--- config.mk ---
export PLATFORM = sky130hd
export DESIGN_NAME = load_store_unit_flat
export DESIGN_NICKNAME = d
export VERILOG_FILES = /design/src/rtl/load_store_unit_if.sv /design/src/rtl/load_store_unit.sv /design/src/flat_wrapper.sv
export SDC_FILE = /design/constraint.sdc
export NUM_CORES = 1
export LEC_CHECK = 0
export CORE_AREA = 2 2 123 101
export DETAILED_ROUTE_END_ITERATION = 16
export DIE_AREA = 0 0 125 103
export PLACE_DENSITY = 0.77
export RECOVER_POWER = 25
export SETUP_SLACK_MARGIN = 0.05
export SYNTH_ARGS = -nofsm -noshare
export SYNTH_HDL_FRONTEND = slang
export SYNTH_SLANG_ARGS = --single-unit
--- constraint.sdc ---
create_clock -name i_clk -period 1.5 [get_ports i_clk]
set_input_delay 0.3 -clock i_clk [delete_from_list [all_inputs] [get_ports i_clk]]
set_output_delay 0.3 -clock i_clk [all_outputs]
set_load 0.02 [all_outputs]
--- src/rtl/load_store_unit_if.sv ---
// Request/response handshake between the core datapath and the load/store unit.
// The core drives the master side and the LSU implements the slave side.
interface load_store_unit_if #(
    parameter int ADDR_WIDTH = 32
);
    logic                  req_valid;
    logic                  req_ready;
    logic                  req_write;
    logic [1:0]            req_size;
    logic                  req_signed;
    logic [ADDR_WIDTH-1:0] req_addr;
    logic [31:0]           req_wdata;
    logic                  resp_valid;
    logic [31:0]           resp_rdata;
    logic                  resp_err;

    modport master (
        output req_valid, req_write, req_size, req_signed,
        output req_addr, req_wdata,
        input  req_ready, resp_valid, resp_rdata, resp_err
    );

    modport slave (
        input  req_valid, req_write, req_size, req_signed,
        input  req_addr, req_wdata,
        output req_ready, resp_valid, resp_rdata, resp_err
    );
endinterface

--- src/rtl/load_store_unit.sv ---
// Byte/half/word load-store unit onto a 32-bit word-wide data memory.
// Define LSU_SUBWORD_EN for byte/halfword accesses (read-modify-write stores).
module load_store_unit #(
    parameter int ADDR_WIDTH = 32
) (
    input  logic                  i_clk,
    input  logic                  i_reset,
    load_store_unit_if.slave      bus,
    output logic [ADDR_WIDTH-1:0] o_mem_address,
    output logic                  o_mem_write_en,
    output logic [31:0]           o_mem_write_data,
    input  logic [31:0]           i_mem_read_data
);

    localparam logic [2:0] S_IDLE     = 3'd0;
    localparam logic [2:0] S_LOAD     = 3'd1;
    localparam logic [2:0] S_WRITE    = 3'd3;
    localparam logic [2:0] S_RESP     = 3'd4;
`ifdef LSU_SUBWORD_EN
    localparam logic [2:0] S_RMW_READ = 3'd2;
`endif

    logic [2:0]            r_state;
    logic [ADDR_WIDTH-1:0] r_addr;
    logic [31:0]           r_wdata;
    logic [31:0]           r_rdata;
    logic                  r_err;

    logic                  w_bad;
    logic [2:0]            w_accept_state;
    logic [31:0]           w_load;
    logic                  w_mem_active;
    logic [ADDR_WIDTH-1:0] w_aligned;

    assign w_aligned = {r_addr[ADDR_WIDTH-1:2], 2'b00};

`ifdef LSU_SUBWORD_EN
    logic [1:0]  r_size;
    logic        r_signed;
    logic [7:0]  w_byte;
    logic [15:0] w_half;
    logic [31:0] w_merge;

    always_comb begin
        w_bad = 1'b0;
        unique case (bus.req_size)
            2'b00:   w_bad = 1'b0;
            2'b01:   w_bad = bus.req_addr[0];
            2'b10:   w_bad = |bus.req_addr[1:0];
            default: w_bad = 1'b1;
        endcase
    end

    // Lane select uses the registered address; memory data is the pre-write word.
    always_comb begin
        w_byte = i_mem_read_data[{r_addr[1:0], 3'b000} +: 8];
        w_half = r_addr[1] ? i_mem_read_data[31:16]
                           : i_mem_read_data[15:0];
        w_load = i_mem_read_data;
        if (r_size == 2'b00) begin
            w_load = {{24{r_signed & w_byte[7]}}, w_byte};
        end else if (r_size == 2'b01) begin
            w_load = {{16{r_signed & w_half[15]}}, w_half};
        end
        w_merge = i_mem_read_data;
        if (r_size == 2'b00) begin
            w_merge[{r_addr[1:0], 3'b000} +: 8] = r_wdata[7:0];
        end else begin
            w_merge[{r_addr[1], 4'b0000} +: 16] = r_wdata[15:0];
        end
    end

    assign w_mem_active = (r_state == S_LOAD) ||
                          (r_state == S_RMW_READ) ||
                          (r_state == S_WRITE);
`else
    logic w_unused;

    always_comb begin
        w_bad = (bus.req_size != 2'b10) || (bus.req_addr[1:0] != 2'b00);
    end

    assign w_load       = i_mem_read_data;
    assign w_unused     = ^{r_addr[1:0], bus.req_signed};
    assign w_mem_active = (r_state == S_LOAD) || (r_state == S_WRITE);
`endif

    always_comb begin
        w_accept_state = S_WRITE;
        if (w_bad) begin
            w_accept_state = S_RESP;
        end else if (!bus.req_write) begin
            w_accept_state = S_LOAD;
`ifdef LSU_SUBWORD_EN
        end else if (bus.req_size != 2'b10) begin
            w_accept_state = S_RMW_READ;
`endif
        end
    end

    always_ff @(posedge i_clk) begin
        if (i_reset) begin
            r_state  <= S_IDLE;
            r_addr   <= '0;
            r_wdata  <= '0;
            r_rdata  <= '0;
            r_err    <= 1'b0;
`ifdef LSU_SUBWORD_EN
            r_size   <= 2'b00;
            r_signed <= 1'b0;
`endif
        end else begin
            unique case (r_state)
                S_IDLE: begin
                    if (bus.req_valid) begin
                        r_addr   <= bus.req_addr;
                        r_wdata  <= bus.req_wdata;
                        r_rdata  <= '0;
                        r_err    <= w_bad;
`ifdef LSU_SUBWORD_EN
                        r_size   <= bus.req_size;
                        r_signed <= bus.req_signed;
`endif
                        r_state  <= w_accept_state;
                    end
                end
                S_LOAD: begin
                    r_rdata <= w_load;
                    r_state <= S_RESP;
                end
`ifdef LSU_SUBWORD_EN
                S_RMW_READ: begin
                    r_wdata <= w_merge;
                    r_state <= S_WRITE;
                end
`endif
                S_WRITE: r_state <= S_RESP;
                S_RESP:  r_state <= S_IDLE;
                default: r_state <= S_IDLE;
            endcase
        end
    end

    assign bus.req_ready  = (r_state == S_IDLE);
    assign bus.resp_valid = (r_state == S_RESP);
    assign bus.resp_rdata = (r_state == S_RESP) ? r_rdata : 32'd0;
    assign bus.resp_err   = (r_state == S_RESP) && r_err;

    // Write enable is cut by reset so an interrupted WRITE never lands.
    assign o_mem_address    = w_mem_active ? w_aligned : '0;
    assign o_mem_write_en   = (r_state == S_WRITE) && !i_reset;
    assign o_mem_write_data = (r_state == S_WRITE) ? r_wdata : 32'd0;

endmodule
--- src/flat_wrapper.sv ---
// flat-port wrapper written by rule: the top's interface ports become plain ports
module load_store_unit_flat 
#(
    parameter int ADDR_WIDTH = 32
)
  (i_clk, i_reset, o_mem_address, o_mem_write_en, o_mem_write_data, i_mem_read_data, bus_req_valid, bus_req_write, bus_req_size, bus_req_signed, bus_req_addr, bus_req_wdata, bus_req_ready, bus_resp_valid, bus_resp_rdata, bus_resp_err);
  load_store_unit_if #(.ADDR_WIDTH(ADDR_WIDTH)) bus_i ();
  input  logic i_clk;
  input  logic i_reset;
  output logic [ADDR_WIDTH-1:0] o_mem_address;
  output logic o_mem_write_en;
  output logic [31:0] o_mem_write_data;
  input  logic [31:0] i_mem_read_data;
  input wire logic [$bits(bus_i.req_valid)-1:0] bus_req_valid;
  input wire logic [$bits(bus_i.req_write)-1:0] bus_req_write;
  input wire logic [$bits(bus_i.req_size)-1:0] bus_req_size;
  input wire logic [$bits(bus_i.req_signed)-1:0] bus_req_signed;
  input wire logic [$bits(bus_i.req_addr)-1:0] bus_req_addr;
  input wire logic [$bits(bus_i.req_wdata)-1:0] bus_req_wdata;
  output wire logic [$bits(bus_i.req_ready)-1:0] bus_req_ready;
  output wire logic [$bits(bus_i.resp_valid)-1:0] bus_resp_valid;
  output wire logic [$bits(bus_i.resp_rdata)-1:0] bus_resp_rdata;
  output wire logic [$bits(bus_i.resp_err)-1:0] bus_resp_err;
  assign bus_i.req_valid = bus_req_valid;
  assign bus_i.req_write = bus_req_write;
  assign bus_i.req_size = bus_req_size;
  assign bus_i.req_signed = bus_req_signed;
  assign bus_i.req_addr = bus_req_addr;
  assign bus_i.req_wdata = bus_req_wdata;
  assign bus_req_ready = bus_i.req_ready;
  assign bus_resp_valid = bus_i.resp_valid;
  assign bus_resp_rdata = bus_i.resp_rdata;
  assign bus_resp_err = bus_i.resp_err;
  load_store_unit #(.ADDR_WIDTH(ADDR_WIDTH)) u_core (.i_clk(i_clk), .i_reset(i_reset), .bus(bus_i), .o_mem_address(o_mem_address), .o_mem_write_en(o_mem_write_en), .o_mem_write_data(o_mem_write_data), .i_mem_read_data(i_mem_read_data));
endmodule
==> results of run 1 <==
==> state kept, by name, indices dropped and copies added (netlist names) <==
signal          cells
u_core.r_state      3
u_core.r_addr      30
u_core.r_err        1
u_core.r_wdata     32
u_core.r_rdata     32
==> synthesized netlist by cell type, drive strengths merged <==
cell	n	area, um^2
a21oi	63	315
a22o	32	280
a31oi	1	6.26
and2	64	400
and3	32	200
buf	24	133
clkbuf	18	67.6
conb	1	3.75
dfxtp	98	1960
inv	1	3.75
nand2	125	469
nor2	4	15.0
nor2b	1	6.26
nor3	4	31.3
nor3b	2	26.3
nor4b	1	23.8
or2	1	6.26
or4b	2	20.0
==> what timing repair did <==
action | 4_1_cts | 5_1_grt
endpoints found under the hold margin | 0 | 0
gates cloned | 7 | 10
hold buffers | 0 | 0
pin swaps | 3 | 24
resized for setup | 526 | 182
setup endpoints to repair | 196 | 196
buffers inserted | 6 | 13
==> power groups by stage <==
stage	Sequential [mW]	Combinational, mW	Clock, mW
6_report	2.77	0.898	2.58
4_1_cts	2.76	0.828	2.62
3_3_place_gp	2.81	0.654	0
3_5_place_dp	2.82	0.671	0
2_1_floorplan	2.81	0.279	0
5_1_grt	2.78	0.957	2.74
==> layer usage <==
| metal | vias up | global-route usage |
|---|---|---|
| met1 | 2056 | 0.239 |
| met5 | - | 0 |
| met3 | 21 | 0.0514 |
| li1 | 2024 | - |
| met2 | 184 | 0.338 |
| met4 | 0 | 0.0496 |
==> critical path: cells and delay by family, from the launching register on <==
family | cells | cell delay (ns)
DFF | 1 | 0.38
buffers and inverters | 3 | 0.42
and+or+nand+nor | 2 | 0.42
==> cell type report <==
type,count,share of cell area
clock buffers,11,0.0329
repair buffers,256,0.395
inverters,1,0.000489
flip-flops and latches,98,0.257
well taps,152,0.0248
multi-input cells,334,0.280
clock inverters,5,0.0111
==> final timing paths <==
kind / start / to / slack, ns
worst max-delay path: u_core.r_state[0] / o_mem_write_data[9] / -0.34
worst min-delay path: u_core.r_addr[18] / u_core.r_addr[18] / 0.46
worst max register to register: u_core.r_state[2] / u_core.r_wdata[19] / -0.29
worst min register to register: u_core.r_addr[18] / u_core.r_addr[18] / 0.46
==> cell families (layout without fill, tap and decap cells) <==
| kind of cell | Yosys count | in the layout |
|---|---|---|
| buffers and inverters | 43 | 273 |
| other | 1 | 2 |
| DFF | 98 | 98 |
| and+or+nand+nor | 236 | 236 |
| AOI/OAI and AO/OA | 96 | 96 |
==> flow_metrics.tcl, run 1 <==
set metrics [dict create \
    status "finished with violations" \
    violations "negative setup slack" \
    ys_ff_latch 98 \
    antenna_found_initial 1 \
    swShare 0.231 \
    core_area_um2 11800 \
    grt_overflow_total 0 \
    critical_path_class "reg -> out" \
    rsz0062_at_grt "true" \
    place_ws_ns -0.511 \
    clk_path_buf_depth 2 \
    gp_congestion 0.806 \
    cts_tree "yes" \
    end_kind "output port" \
    hp-class "reg -> reg" \
    whs_path_depth 2 \
    cp-start-kind "flop" \
    dpl.cell_count 805 \
    wl_met1_um 5940 \
    clock-root-buffer "clkbuf_16" \
    fmax_mhz 543 \
    syn-mean-instance-area_um2 8.38 \
    drt-total-wl_um 14700 \
    yosys_warnings 0 \
    fin_tns_setup_ns -51.02 \
    grt_usage 0.193 \
    drt_iter0_drc 189 \
    cts_buffers 9 \
    final_util 0.651 \
    top_layer_used "met4" \
    final_cell_mix "nand2_1 (123), buf_6 (112), clkdlybuf4s50_1 (100)" \
    synthMuxAreaShare 0 \
    critical_path.max_fanout 14 \
    grt_start_max_net_pins 38 \
    first_global_vias 4014 \
    antennaDiodeCount 0 \
    fin_skew_ns 0.00644 \
    synthXorXnorAreaFrac 0 \
    initial_utilization 0.336 \
    fin_crit_sh 1.23 \
    synth_compound_area_frac 0.152 \
    ys_types 22 \
    die_area_um2 12900 \
    route.vias.total 4285 \
    finalNonFillerCells 857 \
    drt_pass1_iterations 4 \
    postPlaceCellArea_um2 6310 \
    drc 0 \
    clkSlewWorstSetupHoldPaths_ns 0.07 \
    required_ns 1.20 \
    cts_max_level 3 \
    power_leakage_nw 3.24 \
    synth_seq_area_share 0.494 \
    ant_nets 0 \
    drive_gt1_frac 0.399 \
    multi_input_area_um2 2150 \
    hold_ws_ns 0.456 \
    p_comb_frac 0.144 \
    rows 36 \
    ir_drop_mv 0.547 \
    io_pins 203 \
    numPortBuffers 199 \
    clockPowerShare 0.413 \
    post-dp-hpwl_um 8410 \
    syn_to_final_growth_pct 93.5 \
    finalHoldViolations 0 \
    clock-sinks 98 \
    route.met3.wl_um 884 \
    grt_pass1_wl_um 19900 \
    synthAdderAreaFrac 0 \
    max_cap_viol_count 0 \
    wl_met2_um 7580 \
    regArea_um2 1970 \
    setup_viol 194 \
    via_per_inst 5.00 \
    critPathSlowestCell "dfxtp_4" \
    seqPwrFrac 0.443 \
    clkLatencyLatePin_ns 0.34 \
    reg2regPathDepth 6 \
    cp.arrival_ns 1.54 \
    crit_path_max_incr_delay_ns 0.38 \
    synth_top_family_by_area "simple AND/OR/NAND/NOR gates" \
    cell_internal_pwr_mw 4.81 \
    num-fill-cells 908 \
    die_h_um 103 \
    finalCriticalPeriod_ns 1.84 \
    drv_slew 0 \
    drt-wirelength-per-cell_um 17.1 \
    p_sw_mw 1.45 \
    final_common_cell "nand2_1" \
    synth_area_um2 3970 \
    crit_chain "nor2b_4, buf_6, buf_12, and3_2, buf_6" \
    powerDensity_nw_per_um2 814 \
    postSynthCellCount 474 \
    nNetsFinal 803 \
    worst_slack_ns -0.342 \
    power_mw 6.25 \
    cp_common_cell "buf_6" \
    fp.dieW_um 125 \
    final_cell_area_um2 7680 \
    synth_simple_gate_area_frac 0.302 \
]
No activity file was read; power rests on OpenSTA's default activity.
==> run 2: changes to the inputs <==
--- a/config.mk
+++ b/config.mk
@@ -5,10 +5,10 @@
 export SDC_FILE = /design/constraint.sdc
 export NUM_CORES = 1
 export LEC_CHECK = 0
-export CORE_AREA = 2 2 123 101
+export CORE_AREA = 2 2 121 99
 export DETAILED_ROUTE_END_ITERATION = 16
-export DIE_AREA = 0 0 125 103
-export PLACE_DENSITY = 0.77
+export DIE_AREA = 0 0 123 101
+export PLACE_DENSITY = 0.8
 export RECOVER_POWER = 25
 export SETUP_SLACK_MARGIN = 0.05
 export SYNTH_ARGS = -nofsm -noshare
==> flow_metrics.tcl, run 2 (synthesis gave the netlist of run 1 again) <==
set metrics [dict create \
    status "finished with violations" \
    violations "negative setup slack" \
    nNetsFinal 817 \
    route.vias.total 4440 \
    clock-sinks 98 \
    grt_usage 0.204 \
    hp-class "reg -> reg" \
    cts-hold-fix-buffers 0 \
    fp.dieW_um 123 \
    drt_iter0_drc 221 \
    clk_path_buf_depth 2 \
    clkLatencyLatePin_ns 0.34 \
    clock-root-buffer "clkbuf_16" \
    worst_slack_ns -0.356 \
    cts_buffers 9 \
    worst_pin_slew_ns 0.657 \
    setup_viol 194 \
    drive_gt1_frac 0.606 \
    grt_pass1_wl_um 19700 \
    finalHoldViolations 0 \
    rows 35 \
    grt_overflow_total 0 \
    gp_congestion 0.761 \
    ir_drop_mv 0.591 \
    end_kind "output port" \
    via_per_inst 5.12 \
    cts_tree "yes" \
    fin_crit_sh 1.24 \
    cp.arrival_ns 1.56 \
    maxSlewHeadroom 0.562 \
    drt-total-wl_um 17300 \
    drt_pass1_iterations 4 \
    numPortBuffers 199 \
    power_leakage_nw 3.83 \
    final_cell_mix "clkdlybuf4s50_1 (100), buf_6 (99), dfxtp_1 (95)" \
    max_cap_viol_count 0 \
    final_common_cell "clkdlybuf4s50_1" \
    antennaDiodeCount 0 \
    clkSlewWorstSetupHoldPaths_ns 0.07 \
    finalCriticalPeriod_ns 1.86 \
    drc 0 \
    place_ws_ns -0.495 \
    cp-start-kind "flop" \
    die_h_um 101 \
    grt_start_max_net_pins 42 \
    syn_to_final_growth_pct 118 \
    critical_path_class "reg -> out" \
    rsz0062_at_grt "true" \
    antenna_found_initial 1 \
    reg_top3 "u_core.r_rdata x32, u_core.r_wdata x32, u_core.r_addr x30" \
    drt-wirelength-per-cell_um 19.9 \
    die_area_um2 12400 \
    first_global_vias 3977 \
    powerDensity_nw_per_um2 729 \
    core_area_um2 11300 \
    fmax_mhz 539 \
    initial_utilization 0.351 \
    ant_nets 0 \
    hold_ws_ns 0.463 \
    io_pins 203 \
    critical_path.max_fanout 12 \
    post-dp-hpwl_um 8270 \
    cts_max_level 3 \
    fin_skew_ns 0.00786 \
    drv_slew 0 \
    required_ns 1.20 \
]
==> run 2: changes by cell type in the layout (fill, tap and decap cells not counted), moves of 12 or more <==
cell       change
a21oi_1       -62
a21oi_2       +62
and3_2        +12
and3_4        -16
buf_4         +12
buf_6         -13
clkbuf_16     +12
nand2_1       -85
nand2_2       +15
nand2_4       +70
==> run 2: cell type report <==
class	instances	area (um^2)
Sequential cell	98	1970
Fill cell	700	2660
Clock inverter	5	38.8
Timing Repair Buffer	269	3300
Tap cell	148	185
Inverter	1	3.75
Clock buffer	11	253
Multi-Input combinational cell	335	2890
==> run 2: worst max-delay path, cell delays in order (launching register included) <==
cell	delay, ns
dfxtp_4	0.39
nor2b_4	0.19
buf_4	0.16
buf_12	0.13
and3_2	0.20
buf_4	0.15
==> run 2: what timing repair did <==
item                                    in CTS  in global routing
pin swaps                                    1                156
gates cloned                                 9                 25
buffers inserted                             6                 18
gates resized for setup                    603                302
endpoints found under the setup margin     164                195
==> run 2: layer usage <==
metal,vias to the layer above,share of wire,global-route usage
li1,2067,-,-
met1,2150,0.42,0.242
met2,200,0.49,0.356
met3,21,0.080,0.0645
met4,2,0.011,0.0516
met5,-,0.00075,0
==> run 2: power by group <==
part	total, mW	switching [mW]	internal [mW]
registers	2.82	0.109	2.71
logic	1.27	0.571	0.702
clock network	2.21	0.984	1.22
==> run 2: worst paths after layout <==
path,startpoint,to,slack [ns],cells past startpoint
max,u_core.r_state[0],o_mem_write_data[22],-0.36,5
min,u_core.r_wdata[27],u_core.r_wdata[27],0.46,2
max reg2reg,u_core.r_state[1],u_core.r_wdata[15],-0.25,8
min reg2reg,u_core.r_wdata[27],u_core.r_wdata[27],0.46,2
==> run 2: per-stage QoR <==
step	power (mW)	cells	util	TNS, ns	instance area (um^2)
6_report	6.30	867	0.765	-41.44	8640
5_1_grt	6.52	867	0.765	-50.29	8640
4_1_cts	5.83	828	0.618	-36.00	6990
3_5_place_dp	3.48	797	0.555	-73.07	6270
3_3_place_gp	3.46	797	0.555	-72.11	6270
2_1_floorplan	3.08	475	-	0	4070
==> run 3: changes to the inputs <==
--- a/config.mk
+++ b/config.mk
@@ -8,9 +8,11 @@
 export CORE_AREA = 2 2 121 99
 export DETAILED_ROUTE_END_ITERATION = 16
 export DIE_AREA = 0 0 123 101
+export MAX_ROUTING_LAYER = met4
 export PLACE_DENSITY = 0.8
 export RECOVER_POWER = 25
-export SETUP_SLACK_MARGIN = 0.05
+export SETUP_SLACK_MARGIN = 0.3
 export SYNTH_ARGS = -nofsm -noshare
 export SYNTH_HDL_FRONTEND = slang
 export SYNTH_SLANG_ARGS = --single-unit
+export TNS_END_PERCENT = 10
==> flow_metrics.tcl, run 3 (synthesis gave the netlist of run 1 again) <==
set metrics [dict create \
    status "finished with violations" \
    violations "negative setup slack" \
    final_common_cell "nand2_1" \
    crit_buf_inv 3 \
    clkLatencyLatePin_ns 0.34 \
    ant_nets 0 \
    ir_drop_mv 0.649 \
    power_mw 6.01 \
    cp-start-kind "flop" \
    drt_pass1_iterations 5 \
    grt_start_max_net_pins 45 \
    antennaDiodeCount 0 \
    max_cap_viol_count 0 \
    drc 0 \
    drive_gt1_frac 0.372 \
    nNetsFinal 780 \
    powerDensity_nw_per_um2 829 \
    power_leakage_nw 3.08 \
    grt_usage 0.203 \
    cp.arrival_ns 1.49 \
    fin_skew_ns 0.00706 \
    drt-wirelength-per-cell_um 15.7 \
    via_per_inst 4.87 \
    num-fill-cells 892 \
    drv_slew 0 \
    critPathSlowestCell "dfxtp_4" \
    setup_viol 161 \
    rows 35 \
    clock-root-buffer "clkbuf_16" \
    final_cell_area_um2 7240 \
    gp_congestion 0.822 \
    critical-path-top-delay-family "simple AND/OR/NAND/NOR gates" \
    die_area_um2 12400 \
    cts_max_level 3 \
    hp-class "reg -> reg" \
    postPlaceCellArea_um2 6360 \
    cts_buffers 9 \
    cts-hold-fix-buffers 0 \
    fin_crit_sh 1.19 \
    clock-sinks 98 \
    rsz0062_at_grt "true" \
    critical_path_class "reg -> out" \
    dpl.cell_count 800 \
    finalNonFillerCells 830 \
    core_area_um2 11300 \
    io_pins 203 \
    required_ns 1.20 \
    hold_ws_ns 0.458 \
    worst_slack_ns -0.292 \
    drt-total-wl_um 13100 \
    fp.dieW_um 123 \
    drt_iter0_drc 183 \
    initial_utilization 0.351 \
    final_util 0.641 \
    cts_tree "yes" \
    cp_common_cell "buf_12" \
    finalHoldViolations 0 \
    critical_path.max_fanout 6 \
    clk_path_buf_depth 2 \
    grt_overflow_total 0 \
    end_kind "output port" \
    syn_to_final_growth_pct 82.4 \
    grt_pass1_wl_um 19400 \
    post-dp-hpwl_um 8210 \
    reg2reg_slack_ns -0.16 \
    crit_chain "nor2b_4, buf_12, buf_12, and3_4, buf_6" \
    first_global_vias 4005 \
    clkSlewWorstSetupHoldPaths_ns 0.07 \
    numPortBuffers 199 \
    reg_top3 "u_core.r_rdata x32, u_core.r_wdata x32, u_core.r_addr x30" \
    final_cell_mix "nand2_1 (123), buf_6 (101), clkdlybuf4s50_1 (96)" \
    fmax_mhz 558 \
    antenna_found_initial 0 \
    finalCriticalPeriod_ns 1.79 \
    crit_path_max_incr_delay_ns 0.38 \
    route.vias.total 4044 \
    die_h_um 101 \
]
-- run 3: cell types whose count changed in the layout (fill, tap and decap cells not counted), moves of 5 or more --
| cell | before | now |
|---|---|---|
| and2_2 | 8 | 0 |
| and2_4 | 52 | 57 |
| nand2_1 | 38 | 123 |
| buf_4 | 26 | 10 |
| and3_4 | 12 | 7 |
| and3_2 | 15 | 25 |
| a21oi_2 | 63 | 2 |
| and3_1 | 5 | 0 |
| clkbuf_16 | 27 | 17 |
| a21oi_1 | 0 | 61 |
| nand2_2 | 17 | 2 |
| nand2_4 | 70 | 0 |
-- run 3: tightest hold or removal path: stages (launching register included) --
cell	delay, ns
dfxtp_1	0.31
nand2_1	0.05
a21oi_1	0.05
-- run 3: path summary, 6_finish.rpt --
| kind | startpoint | end | cells past startpoint |
|---|---|---|---|
| worst max-delay path | u_core.r_state[0] | o_mem_write_data[5] | 5 |
| worst min-delay path | u_core.r_addr[31] | u_core.r_addr[31] | 2 |
| worst max register to register | u_core.r_state[0] | u_core.r_addr[5] | 6 |
| worst min register to register | u_core.r_addr[31] | u_core.r_addr[31] | 2 |
-- run 3: layout make-up --
class / instances / area [um^2] / share of cell area
Timing Repair Buffer: 233 / 2690 / 0.371
Clock buffer: 12 / 268 / 0.0370
Inverter: 1 / 3.75 / 0.000518
Multi-Input combinational cell: 334 / 2070 / 0.286
Sequential cell: 98 / 1970 / 0.272
Clock inverter: 4 / 55.1 / 0.00760
Tap cell: 148 / 185 / 0.0256
-- run 3: layer usage --
metal	vias up	share of wire	global-route usage
met5	-	0	-
met4	0	0.0052	0.0402
met3	7	0.084	0.0611
met2	158	0.49	0.343
met1	1908	0.43	0.241
li1	1971	-	-
-- run 3: through the flow --
stage                     setup WS (ns)  TNS [ns]
after floorplan                  0.0949         0
after global placement           -0.507    -69.13
after detailed placement         -0.514    -73.84
after CTS                        -0.320    -40.97
after global routing             -0.357    -40.85
final                            -0.292    -29.89
-- run 3: what timing repair did --
action                                  CTS  global route
setup buffers                             3             1
pin swaps                                19            43
cloned                                    3             7
gates resized for setup                 599            52
hold endpoints to repair                  0             0
endpoints found under the setup margin  196           195
-- run 3: power by group --
part | total, mW | switching (mW) | internal (mW)
clock network | 2.46 | 1.01 | 1.45
registers | 2.77 | 0.0587 | 2.71
logic | 0.774 | 0.319 | 0.455
